===== config.mk =====
export PLATFORM = sky130hd
export DESIGN_NAME = deserializer_ctrl_flat
export DESIGN_NICKNAME = d
export VERILOG_FILES = /design/src/rtl/deserializer_ctrl_if.sv /design/src/rtl/deserializer_ctrl.sv /design/src/flat_wrapper.sv
export SDC_FILE = /design/constraint.sdc
export NUM_CORES = 1
export LEC_CHECK = 0
export BUFFER_PORTS_ARGS = -buffer_cell sky130_fd_sc_hd__buf_2
export CAP_MARGIN = 30
export CORE_UTILIZATION = 55
export CTS_CLUSTER_SIZE = 20
export DETAILED_ROUTE_END_ITERATION = 12
export PLACE_DENSITY = 0.83
export SLEW_MARGIN = 20
export SYNTH_ARGS = -nofsm -noshare
export SYNTH_HDL_FRONTEND = slang
export SYNTH_SLANG_ARGS = --single-unit

===== constraint.sdc =====
create_clock -name clk -period 2.18 [get_ports clk]
set_input_delay 0.436 -clock clk [delete_from_list [all_inputs] [get_ports clk]]
set_output_delay 0.436 -clock clk [all_outputs]
set_load 0.01 [all_outputs]

===== src/rtl/deserializer_ctrl_if.sv =====
// Handshake and status bundle between the serial-bit producer/word consumer
// and the deserializer controller.
interface deserializer_ctrl_if #(
   parameter int w  = 8,
   parameter int cw = 4
) ();
   logic          start;
   logic          bit_vld;
   logic          bit_in;
   logic          abort;
   logic          word_rdy;
   logic          clr_err;
   logic          word_vld;
   logic [w-1:0]  word;
   logic          busy;
   logic [cw-1:0] bit_cnt;
   logic          overrun;

   // The environment drives framing controls and consumes words and status
   modport master (
      output start, bit_vld, bit_in, abort, word_rdy, clr_err,
      input  word_vld, word, busy, bit_cnt, overrun
   );

   modport slave (
      input  start, bit_vld, bit_in, abort, word_rdy, clr_err,
      output word_vld, word, busy, bit_cnt, overrun
   );
endinterface


===== src/rtl/deserializer_ctrl.sv =====
// Frames an LSB-first serial bit stream into w-bit words and hands them to a
// consumer over valid/ready, with one hold stage for a word awaiting drain.
module deserializer_ctrl #(
   parameter int w  = 8,
   parameter int cw = 4
) (
   input logic clk,
   input logic reset_n,
   deserializer_ctrl_if.slave bus
);

   typedef enum logic [1:0] {IDLE, SHIFT, FULL} state_t;

   state_t        state_q, state_d;
   logic [w-1:0]  sr_q, sr_d;
   logic [w-1:0]  word_q, word_d;
   logic [cw-1:0] cnt_q, cnt_d;
   logic          vld_q, vld_d;
   logic          ovr_q, ovr_d;
   logic          outFree;
   logic          lastBit;
   logic          dropBit;
   logic [w-1:0]  completed;

   // The output stage can take a new word if empty or being drained this cycle
   assign outFree   = !vld_q || bus.word_rdy;
   assign lastBit   = (cnt_q == cw'(w - 1));
   assign completed = {bus.bit_in, sr_q[w-1:1]};

   always_ff @(posedge clk or negedge reset_n) begin
      if (!reset_n) begin
         state_q <= IDLE;
         sr_q    <= '0;
         word_q  <= '0;
         cnt_q   <= '0;
         vld_q   <= 1'b0;
         ovr_q   <= 1'b0;
      end else begin
         state_q <= state_d;
         sr_q    <= sr_d;
         word_q  <= word_d;
         cnt_q   <= cnt_d;
         vld_q   <= vld_d;
         ovr_q   <= ovr_d;
      end
   end

   always_comb begin
      state_d = state_q;
      sr_d    = sr_q;
      word_d  = word_q;
      cnt_d   = cnt_q;
      vld_d   = vld_q && !bus.word_rdy;
      dropBit = 1'b0;

      case (state_q)
         IDLE: begin
            if (bus.start && !bus.abort) begin
               state_d = SHIFT;
               sr_d    = '0;
               cnt_d   = '0;
            end
         end

         SHIFT: begin
            if (bus.abort) begin
               state_d = IDLE;
               cnt_d   = '0;
            end else if (bus.bit_vld) begin
               if (lastBit && outFree) begin
                  word_d  = completed;
                  vld_d   = 1'b1;
                  state_d = IDLE;
                  cnt_d   = '0;
               end else if (lastBit) begin
                  // Park the finished word in the shift register until drain
                  sr_d    = completed;
                  cnt_d   = cw'(w);
                  state_d = FULL;
               end else begin
                  sr_d  = completed;
                  cnt_d = cnt_q + 1'b1;
               end
            end
         end

         FULL: begin
            if (bus.abort) begin
               state_d = IDLE;
               cnt_d   = '0;
            end else begin
               dropBit = bus.bit_vld;
               if (outFree) begin
                  word_d  = sr_q;
                  vld_d   = 1'b1;
                  state_d = IDLE;
                  cnt_d   = '0;
               end
            end
         end

         default: begin
            state_d = IDLE;
            cnt_d   = '0;
         end
      endcase

      ovr_d = dropBit || (ovr_q && !bus.clr_err);
   end

   assign bus.word_vld = vld_q;
   assign bus.word     = word_q;
   assign bus.busy     = (state_q != IDLE);
   assign bus.bit_cnt  = cnt_q;
   assign bus.overrun  = ovr_q;

endmodule

===== src/flat_wrapper.sv =====
// flat-port wrapper written by rule: the top's interface ports become plain ports
module deserializer_ctrl_flat 
#(
   parameter int w  = 8,
   parameter int cw = 4
)
  (clk, reset_n, bus_start, bus_bit_vld, bus_bit_in, bus_abort, bus_word_rdy, bus_clr_err, bus_word_vld, bus_word, bus_busy, bus_bit_cnt, bus_overrun);
  deserializer_ctrl_if #(.w(w), .cw(cw)) bus_i ();
  input logic clk;
  input logic reset_n;
  input wire logic [$bits(bus_i.start)-1:0] bus_start;
  input wire logic [$bits(bus_i.bit_vld)-1:0] bus_bit_vld;
  input wire logic [$bits(bus_i.bit_in)-1:0] bus_bit_in;
  input wire logic [$bits(bus_i.abort)-1:0] bus_abort;
  input wire logic [$bits(bus_i.word_rdy)-1:0] bus_word_rdy;
  input wire logic [$bits(bus_i.clr_err)-1:0] bus_clr_err;
  output wire logic [$bits(bus_i.word_vld)-1:0] bus_word_vld;
  output wire logic [$bits(bus_i.word)-1:0] bus_word;
  output wire logic [$bits(bus_i.busy)-1:0] bus_busy;
  output wire logic [$bits(bus_i.bit_cnt)-1:0] bus_bit_cnt;
  output wire logic [$bits(bus_i.overrun)-1:0] bus_overrun;
  assign bus_i.start = bus_start;
  assign bus_i.bit_vld = bus_bit_vld;
  assign bus_i.bit_in = bus_bit_in;
  assign bus_i.abort = bus_abort;
  assign bus_i.word_rdy = bus_word_rdy;
  assign bus_i.clr_err = bus_clr_err;
  assign bus_word_vld = bus_i.word_vld;
  assign bus_word = bus_i.word;
  assign bus_busy = bus_i.busy;
  assign bus_bit_cnt = bus_i.bit_cnt;
  assign bus_overrun = bus_i.overrun;
  deserializer_ctrl #(.w(w), .cw(cw)) u_core (.clk(clk), .reset_n(reset_n), .bus(bus_i));
endmodule

==> run summary <==
status: completed
Synth Instances: 112
final setup fails: 0
flops & latches, synth: 24
1st-iter DRT viols: 10
WL/cell: 15.6 um
commonest non-fill, non-tap cell in the layout: dfrtp_1
RSZ-0062 raised after global routing: no
number of I/O port buffers: 22
worst slew pin tran: 0.518 ns
WP data required: 2.40 ns
ys flop type: dfrtp_1
clk_lat worst skew: 0.33 ns
CTS Buf Count: 3
CTS tree: done
die area: 0.00266 mm2
Worst-path clk slew: 0.14 ns
Area Overhead vs Synth: 13.1%
LEAKAGE: 0.000753 uW
Worst Setup Start Kind: register
Initial Utilization: 59.5%
worst ir drop on vdd: 0.931 mV
Top-Level Pins: 23
# hold bufs at CTS: 0
largest net degree at the start of global routing: 25
vias in the first global route: 922
ant diodes: 0
Min-Delay Path Class: input port to asynchronous set/reset pin
Synth Area in XOR/XNOR: 0%
Final Cycle Share: 91.9%
Post-Synth Adder-Cell Area: 4.62%
layout cells sized above 1: 39.3%
fillers: 174
GRT overflow: 0
Critical-path top delay cell: dfrtp_1
Register Area: 601 um2
number of synthesized flops with an enable pin: 0
DR vias: 961
Total Wirelength: 2550 um
Pwr per Cell Area: 879 mW/mm2
Seq/Total Area, Yosys: 44.4%
syn nets: 125
post-synthesis compound-gate area fraction: 18.4%
clk root buf: clkbuf_4
core area: 0.00228 mm2
setup bufs post-CTS: 0
Post-Synth Simple-Gate Area: 11.5%
Clock Path Buffers: 2
maxcap violations: 0
nets@finish: 149
Via density: 5.90
residual DRC count: 0
Buffers & Inverters on Critical Path: 1
worst-path maximum fanout: 8
Die Y: 51.6 um
Worst Skew: 0.00634 ns
mux contribution to synthesized area: 17.5%
CP top delay family: compound AO/OA/AOI/OAI gates
f_max: 499 MHz
antenna violations before repair: 0
main combinational cell family by area after synthesis: compound AO/OA/AOI/OAI gates
Sink Count: 24
gp weighted congestion: 0.909
max incr delay on CP: 0.43 ns
CP Capture Type: register
Post-CTS Resized: 0
H-tree levels: 1
CP arrival: 2.23 ns
Max Slew Vio Count: 0
most frequent cells in the layout: dfrtp_1 (24), buf_2 (22), mux2_2 (17)
Row Count: 17
Pre-antenna DRT Iters: 4
Post-Syn Area: 0.00135 mm2
overall routing resource usage: 21.7%
WHS: 0.0561 ns
Slew HR: 65.5%
Synth warnings: 0
Post-Syn Area per Cell: 12.1 um2
Hold Vio Cnt, Final: 0
first-pass GRT wire length: 4170 um
Unique masters post-synth: 39
min Tclk post-route: 2.00 ns
worst-path cell chain: inv_1, ha_1, mux2i_1, a2111oi_4, a31oi_4, a22o_1
TNS Setup: 0 ns
FF-to-FF setup slack: 0.18 ns
Final ANT Viol Nets: 0
Die X: 51.6 um
asr flop ratio synth: 100%
area of the multi-input gates: 703 um2
HPWL after DPL: 1810 um
crit path kind: register to register
-- flip-flops by register name, summed over array words and instances (netlist names) --
register / count
u_core.bus.bit_cnt: 4
u_core.bus.overrun: 1
u_core.bus.word: 8
u_core.bus.word_vld: 1
u_core.state_q: 2
u_core.sr_q: 8
-- cell usage after synthesis, types with 2 or more instances --
cell / count / area share, %
dfrtp_1: 24 / 44
mux2_2: 17 / 14
a22o_1: 9 / 5.8
inv_1: 6 / 1.7
ha_1: 5 / 4.6
nand2_1: 5 / 1.4
a21oi_1: 4 / 1.5
mux2i_1: 3 / 2.2
nor2_1: 3 / 0.83
a31oi_1: 2 / 0.92
nand3b_1: 2 / 1.1
nor2b_1: 2 / 0.92
nor3b_1: 2 / 1.1
o211ai_1: 2 / 1.1
o21ai_0: 2 / 0.74
-- final cells by class --
class / instances / share of cell area [%]
well taps: 28 / 2.29
flip-flops and latches: 24 / 39.2
inverters: 6 / 1.47
multi-input cells: 78 / 45.9
clock inverters: 1 / 1.96
repair buffers: 23 / 7.68
clock buffers: 3 / 1.47
-- routing by layer --
layer	vias up	global-route usage, %	routed length (um)
met1	468	30.2	1190
li1	463	-	-
met4	0	10.4	44
met3	5	4.39	111
met2	25	32.5	1200
met5	-	0	0
-- power by group --
part / total (uW) / switching (uW) / internal [uW]
clock network: 327 / 141 / 186
logic: 443 / 237 / 206
registers: 575 / 69.9 / 505
total: 1350 / 448 / 898
-- logic make-up (layout without fill, tap and decap cells) --
| logic type | after synthesis | after routing |
|---|---|---|
| AOI/OAI and AO/OA | 28 | 28 |
| DFF | 24 | 24 |
| and+or+nand+nor | 24 | 24 |
| muxes | 21 | 21 |
| buffers and inverters | 10 | 33 |
| adders and majority gates | 5 | 5 |
-- through the flow --
stage	worst slack, ns	area [um2]	total power, uW	cells	util (%)
final	0.177	1530	1350	163	67.3
after global routing	0.0737	1530	1410	163	67.3
after CTS	0.181	1530	1340	163	67.3
after detailed placement	0.206	1480	1020	159	65.0
after global placement	0.246	1480	1000	159	65.0
after floorplan	0.437	1350	922	112	-
-- path summary, 6_finish.rpt --
kind	startpoint	end	cells after the start
min in group clk	bus_clr_err	u_core.bus.overrun	2
min reg2reg	u_core.sr_q[0]	u_core.sr_q[0]	1
max	u_core.state_q[0]	u_core.sr_q[7]	6
max in group asynchronous	reset_n	u_core.state_q[1]	1
min	reset_n	u_core.sr_q[0]	1
max reg2reg	u_core.state_q[0]	u_core.sr_q[7]	6
No activity file was read; power rests on OpenSTA's default activity.
